### src/rtl/btn_cond_pkg.sv
// Shared constants for the panel input conditioner: channel count, channel
// indices and the default debounce length.
package btn_cond_pkg;

    localparam int NUM_BTNS      = 4;
    localparam int IDX_S         = 0;
    localparam int IDX_R         = 1;
    localparam int IDX_G         = 2;
    localparam int IDX_B         = 3;
    localparam int DB_CYCLES_DEF = 4;

    typedef logic [NUM_BTNS-1:0] btn_vec_t;

endpackage

### src/rtl/btn_debounce.sv
// One conditioning channel: optional two-flop synchronizer (BTN_COND_SYNC_EN),
// stability counter, debounced level and registered rising-edge pulse.
module btn_debounce
    import btn_cond_pkg::*;
#(
    parameter int DB_CYCLES = DB_CYCLES_DEF
) (
    input  logic Clk,
    input  logic Rst,
    input  logic raw_i,
    output logic level_o,
    output logic rise_o
);

    localparam int              CW      = $clog2(DB_CYCLES + 1);
    localparam logic [CW-1:0]   CNT_MAX = CW'(DB_CYCLES - 1);

    logic samp_s;

`ifdef BTN_COND_SYNC_EN
    logic sync1_q;
    logic sync2_q;

    // Two-stage synchronizer for the asynchronous raw input
    always_ff @(posedge Clk or negedge Rst) begin
        if (!Rst) begin
            sync1_q <= 1'b0;
            sync2_q <= 1'b0;
        end else begin
            sync1_q <= raw_i;
            sync2_q <= sync1_q;
        end
    end

    assign samp_s = sync2_q;
`else
    assign samp_s = raw_i;
`endif

    logic          stable_q, stable_d;
    logic [CW-1:0] cnt_q, cnt_d;
    logic          rise_q, rise_d;

    // Any sample matching the current level restarts the count
    always_comb begin
        stable_d = stable_q;
        cnt_d    = {CW{1'b0}};
        if (samp_s == stable_q) begin
            cnt_d = {CW{1'b0}};
        end else if (cnt_q == CNT_MAX) begin
            stable_d = samp_s;
            cnt_d    = {CW{1'b0}};
        end else begin
            cnt_d = cnt_q + CW'(1);
        end
        rise_d = stable_d & ~stable_q;
    end

    // Debounce state and output pulse registers
    always_ff @(posedge Clk or negedge Rst) begin
        if (!Rst) begin
            stable_q <= 1'b0;
            cnt_q    <= {CW{1'b0}};
            rise_q   <= 1'b0;
        end else begin
            stable_q <= stable_d;
            cnt_q    <= cnt_d;
            rise_q   <= rise_d;
        end
    end

    assign level_o = stable_q;
    assign rise_o  = rise_q;

endmodule

### src/rtl/btn_conditioner.sv
// Panel input conditioner: debounced start level plus one-cycle colour press
// pulses. Define BTN_COND_SYNC_EN to include the input synchronizers.
module btn_conditioner
    import btn_cond_pkg::*;
#(
    parameter int DB_CYCLES = DB_CYCLES_DEF
) (
    input  logic Clk,
    input  logic Rst,
    input  logic BtnS,
    input  logic BtnR,
    input  logic BtnG,
    input  logic BtnB,
    output logic S,
    output logic R,
    output logic G,
    output logic B
);

    btn_vec_t raw_s;
    btn_vec_t level_s;
    btn_vec_t rise_s;

    assign raw_s[IDX_S] = BtnS;
    assign raw_s[IDX_R] = BtnR;
    assign raw_s[IDX_G] = BtnG;
    assign raw_s[IDX_B] = BtnB;

    for (genvar i = 0; i < NUM_BTNS; i++) begin : g_ch
        btn_debounce #(
            .DB_CYCLES (DB_CYCLES)
        ) u_db (
            .Clk     (Clk),
            .Rst     (Rst),
            .raw_i   (raw_s[i]),
            .level_o (level_s[i]),
            .rise_o  (rise_s[i])
        );
    end

    // Start is a level; colours are press pulses so releases are ignored
    assign S = level_s[IDX_S];
    assign R = rise_s[IDX_R];
    assign G = rise_s[IDX_G];
    assign B = rise_s[IDX_B];

endmodule

### config.mk
export PLATFORM = sky130hd
export DESIGN_NAME = btn_conditioner
export DESIGN_NICKNAME = d
export VERILOG_FILES = /design/src/rtl/btn_cond_pkg.sv /design/src/rtl/btn_debounce.sv /design/src/rtl/btn_conditioner.sv
export SDC_FILE = /design/constraint.sdc
export NUM_CORES = 1
export LEC_CHECK = 0
export CORE_MARGIN = 4
export CORE_UTILIZATION = 51
export CTS_CLUSTER_SIZE = 20
export DETAILED_ROUTE_END_ITERATION = 16
export HOLD_SLACK_MARGIN = 0.05
export PLACE_DENSITY = 0.74
export SLEW_MARGIN = 20
export SYNTH_ARGS = -nofsm -noshare
export SYNTH_HDL_FRONTEND = slang
export SYNTH_SLANG_ARGS = --single-unit
### constraint.sdc
create_clock -name Clk -period 2.7 [get_ports Clk]
set_input_delay 0.81 -clock Clk [delete_from_list [all_inputs] [get_ports Clk]]
set_output_delay 0.81 -clock Clk [all_outputs]
set_load 0.02 [all_outputs]
### Yosys cells after proc, flatten, opt, wreduce, memory -nomap -nowiden

Index checks and enable logic that the tools add are counted.

* flip-flop bits (word level): 19
* bits of input ports: 6
* output and inout bits: 4

* add/sub/neg operators: 4
* equality and inequality tests: 8
* mux-type cells: 14
* bitwise logic cells: 7
* reductions and logical operators: 1

Operators by type and width (number)
* $mux 3: 8
* $add 3x1->3 const B: 4
* $eq 3x2->1 const B: 4
* $mux 1: 6
* $eq 1x1->1: 4
* $not 1->1: 4
* $and 1x1->1: 3
* $reduce_and 2->1: 1

### Logic depth before layout (Yosys ltp)

* depth in word-level cells: 4
* depth in mapped cells: 3

### Cells and area by module

Synthesis repeated with hierarchy kept, for this count alone.

* cells, all modules: 52
* area, all modules: 825.8 um2

By module, submodules not included
* btn_debounce: instances 4, cells an instance 13, area an instance 206.4 um2

### Worst setup path after synthesis

Ideal clock, no wire load.

* path kind: in2reg
* start: in BtnS
* end: reg g_ch[0].u_db.cnt_q[1]
* library setup time: 0.136 ns
* data arrival time: 1.173 ns
* setup slack: 1.391 ns
* cell stages on the path: 2
* cell sequence: xnor2_1 nor3b_2

* cells in the longest elaborated chain, start to end: 2

Ends and longest elaborated chain
* start: declaration: line btn_conditioner.sv:10 `input logic BtnS,`
* $eq 1x1->1: line btn_debounce.sv:48 `if (samp_s == stable_q) begin`
* $mux 3: line btn_debounce.sv:48
* named net g_ch[0].u_db.cnt_d[1]: line btn_debounce.sv:41 `logic [CW-1:0] cnt_q, cnt_d;`
* end signal: assignment: line btn_debounce.sv:63 `cnt_q <= {CW{1'b0}};`
* end signal: assignment: line btn_debounce.sv:67 `cnt_q <= cnt_d;`
* end: declaration: line btn_debounce.sv:41

The timed path passes the listed nets, and every way through them passes these cells.
A chain may end at the register's enable or synchronous reset.

### Final worst setup path

* start: reg g_ch[0].u_db.stable_q
* end: out S

RTL lines
* start: declaration: line btn_debounce.sv:40 `logic stable_q, stable_d;`
* start signal: assignment: line btn_debounce.sv:66 `stable_q <= stable_d;`
* end: declaration: line btn_conditioner.sv:14 `output logic S,`

No word-level cell between the ends.

==> qor.csv <==
stage,metric,value,unit
outcome,outcome,finished clean,
sta,max_freq,0.4734,GHz
floorplanning,die_width,47.19,um
setup_path,cp.depth,1,
placed_design,pre_cts_ws,0.8780,ns
sta,slew_headroom,74.68,%
layout,nets,75,
yosys,yosysTopAreaCellShare,60.70,%
placed_design,port_buffers,9,
floorplanning,fp-row-count,13,
clock_network,post-cts-setup-buffers,0,
layout,instances_no_fill,79,
setup_path,worst-path-buf-inv,1,
yosys,yosys.cell_types.count,13,
clock_network,clk_pin_slew_worst_paths,0.10,ns
layout,n_fill_cell,98,
setup_path,worstPathCellList,clkdlybuf4s50_1,
setup_path,crit_slowest_cell,clkdlybuf4s50_1,
sta,tightest_slew,0.3771,ns
routing,drt-wirelength-per-cell,12.10,um
sta,setup_viol_count_final,0,
pwr,vdd_drop_max,0.5138,mV
clock_network,cts_tree,yes,
yosys,syn_avg_cell_area,15.67,sq um
yosys,synth_warnings,0,
pwr,power.leakage,0.4248,nW
clock_network,cts_buffer_depth,2,
layout,syn_to_final_growth,18.37,%
setup_path,worstPathMaxFanout,3,
floorplanning,io_pins,10,
clock_network,postCtsResizedCells,0,
layout,diodes,0,
clock_network,root_buffer,clkbuf_4,
floorplanning,core,1366,sq um
routing,num_vias,398,
clock_network,clock_latency,0.28,ns
floorplanning,die-area,2227,sq um
pwr,power.density,864.0,nW/um^2
sta,rsz0062_at_grt,false,
clock_network,htree_levels,1,
hold_path,min_path_cells,1,
setup_path,worstPathRequired,1.89,ns
yosys,synth_cells,50,
layout,drive_above_1_share,20.31,%
routing,drc,0,
clock_network,cts_hold_buf,0,
sta,period_share,78.23,%
yosys,synth.area.top_cells,"dfrtp_1 (61%), ha_1 (6.4%), nor2b_4 (5.3%), nor3b_1 (4.8%), xnor2_1 (4.5%)",
routing,drt_iter0_markers,4,
setup_path,worstPathArrival,1.30,ns
global_routing,grt_max_degree,20,
sta,clock_skew,0.003126,ns
floorplanning,start_util,57.33,%
setup_path,path_class,reg -> out,
sta,min_period,2.112,ns
placed_design,hpwl,730.9,um
routing,first_pass_iters,2,
yosys,synth.largest_area_cell,dfrtp_1,
clock_network,cts_buffers,3,
yosys,ys_seq_area_share,60.70,%
floorplanning,dieHeight,47.19,um
setup_path,path_delay_family,buffers and inverters,
clock_network,cts_sinks,19,
layout,regArea,475.5,sq um
global_routing,grt_pass1_vias,392,
routing,vias_per_cell,5.038,
yosys,syn_area,783.3,sq um
setup_path,cp_slowest_stage_delay,0.62,ns
sta,finalHoldViolCount,0,
sta,slew_viol_final,0,
routing,drt-total-wl,956,um
setup_path,r2r_cells,3,
sta,setup_tns,0,ns
run,max_cap_violations,0,
placed_design,place_inst,75,
global_routing,grt_pass1_wl,1.628,mm
routing,drtAntennaViolNets,0,
layout,final_util,67.86,%
hold_path,hp-class,reg -> reg,
setup_path,end_kind,output pin,
global_routing,antenna_found_initial,0,
layout,multi_input_area,307.8,sq um
yosys,synthesis.nets,60,
sta,layout_setup_ws,0.5878,ns
global_routing,track_usage,10.68,%
placed_design,gp_congestion,0.6712,
yosys,ys_seq_elements,19,
setup_path,critPathLaunchType,flip-flop,
global_routing,gr-total-overflow,0,
## report_power, final
part | total (mW) | switching, mW | internal [mW] | leakage, nW
clock | 0.135 | 0.0797 | 0.0549 | 0.0177
sequential | 0.415 | 0.0490 | 0.366 | 0.248
combinational | 0.251 | 0.108 | 0.143 | 0.159
total | 0.801 | 0.237 | 0.564 | 0.425
## cell usage in the layout, fill, tap and decap left out, types with 2 or more instances in the layout
cell type,n
and3b_1,2
nor3b_1,5
ha_1,4
clkdlybuf4s50_1,9
dfrtp_1,19
nor2b_4,3
clkbuf_4,3
nor3b_2,2
nor3_1,2
xnor2_1,4
mux2_1,3
nor2b_1,3
## synth_stat cells
cell type  count
xnor2_1        4
dfrtp_1       19
nor3b_2        2
nor3_2         1
ha_1           4
nor2b_4        3
nand2b_4       1
nor3_1         2
nor3b_1        5
mux2_1         3
and3b_1        2
nor2b_1        3
mux2_4         1
## metrics by stage
step / hold WS (ns) / power (mW) / instance area [sq um]
after global placement: 0.4276 / 0.6645 / 899.6
after detailed placement: 0.4313 / 0.6754 / 899.6
after CTS: 0.4457 / 0.8125 / 927.1
final: 0.4411 / 0.8010 / 927.1
after floorplan: 0.4156 / 0.6013 / 783.3
after global routing: 0.4602 / 0.8672 / 927.1
## cells by family (layout without fill, tap and decap cells)
| group | after synthesis | count (layout) | synth area share (%) |
|---|---|---|---|
| muxes | 4 | 4 | 6.229 |
| adders and majority gates | 4 | 4 | 6.390 |
| xor gates and xnor gates | 4 | 4 | 4.472 |
| and+or+nand+nor | 19 | 19 | 22.20 |
| DFF | 19 | 19 | 60.70 |
| buffers and inverters | 0 | 14 | 0 |
## flip-flops by register name, indices dropped and copies added (netlist names)
signal,flops
g_ch.u_db.cnt_q,12
g_ch.u_db.rise_o,3
g_ch.u_db.level_o,4
## routing by layer
| layer | track usage (%) | vias to the layer above | routed length [um] |
|---|---|---|---|
| li1 | - | 201 | - |
| met1 | 14.29 | 191 | 484 |
| met2 | 16.53 | 6 | 422 |
| met3 | 3.448 | 0 | 49 |
| met4 | 3.315 | 0 | 0 |
| met5 | 0 | - | 0 |
## cell type report
type / instances / share of cell area, %
sequential: 19 / 51.28
tap: 15 / 2.024
clock inverter: 1 / 0.5398
multi-input combinational: 31 / 33.20
clock buffer: 3 / 2.429
timing repair buffer: 10 / 10.53
## worst paths after layout
path | start | to | slack [ns]
min in group asynchronous | Rst | g_ch[0].u_db.cnt_q[1] | 0.84
max reg2reg | g_ch[0].u_db.cnt_q[0] | g_ch[0].u_db.level_o | 1.50
min | g_ch[1].u_db.cnt_q[0] | g_ch[1].u_db.cnt_q[0] | 0.44
max in group asynchronous | Rst | g_ch[2].u_db.level_o | 1.67
min reg2reg | g_ch[1].u_db.cnt_q[0] | g_ch[1].u_db.cnt_q[0] | 0.44
max | g_ch[0].u_db.level_o | S | 0.59
Power figures use the tool's default switching activity.
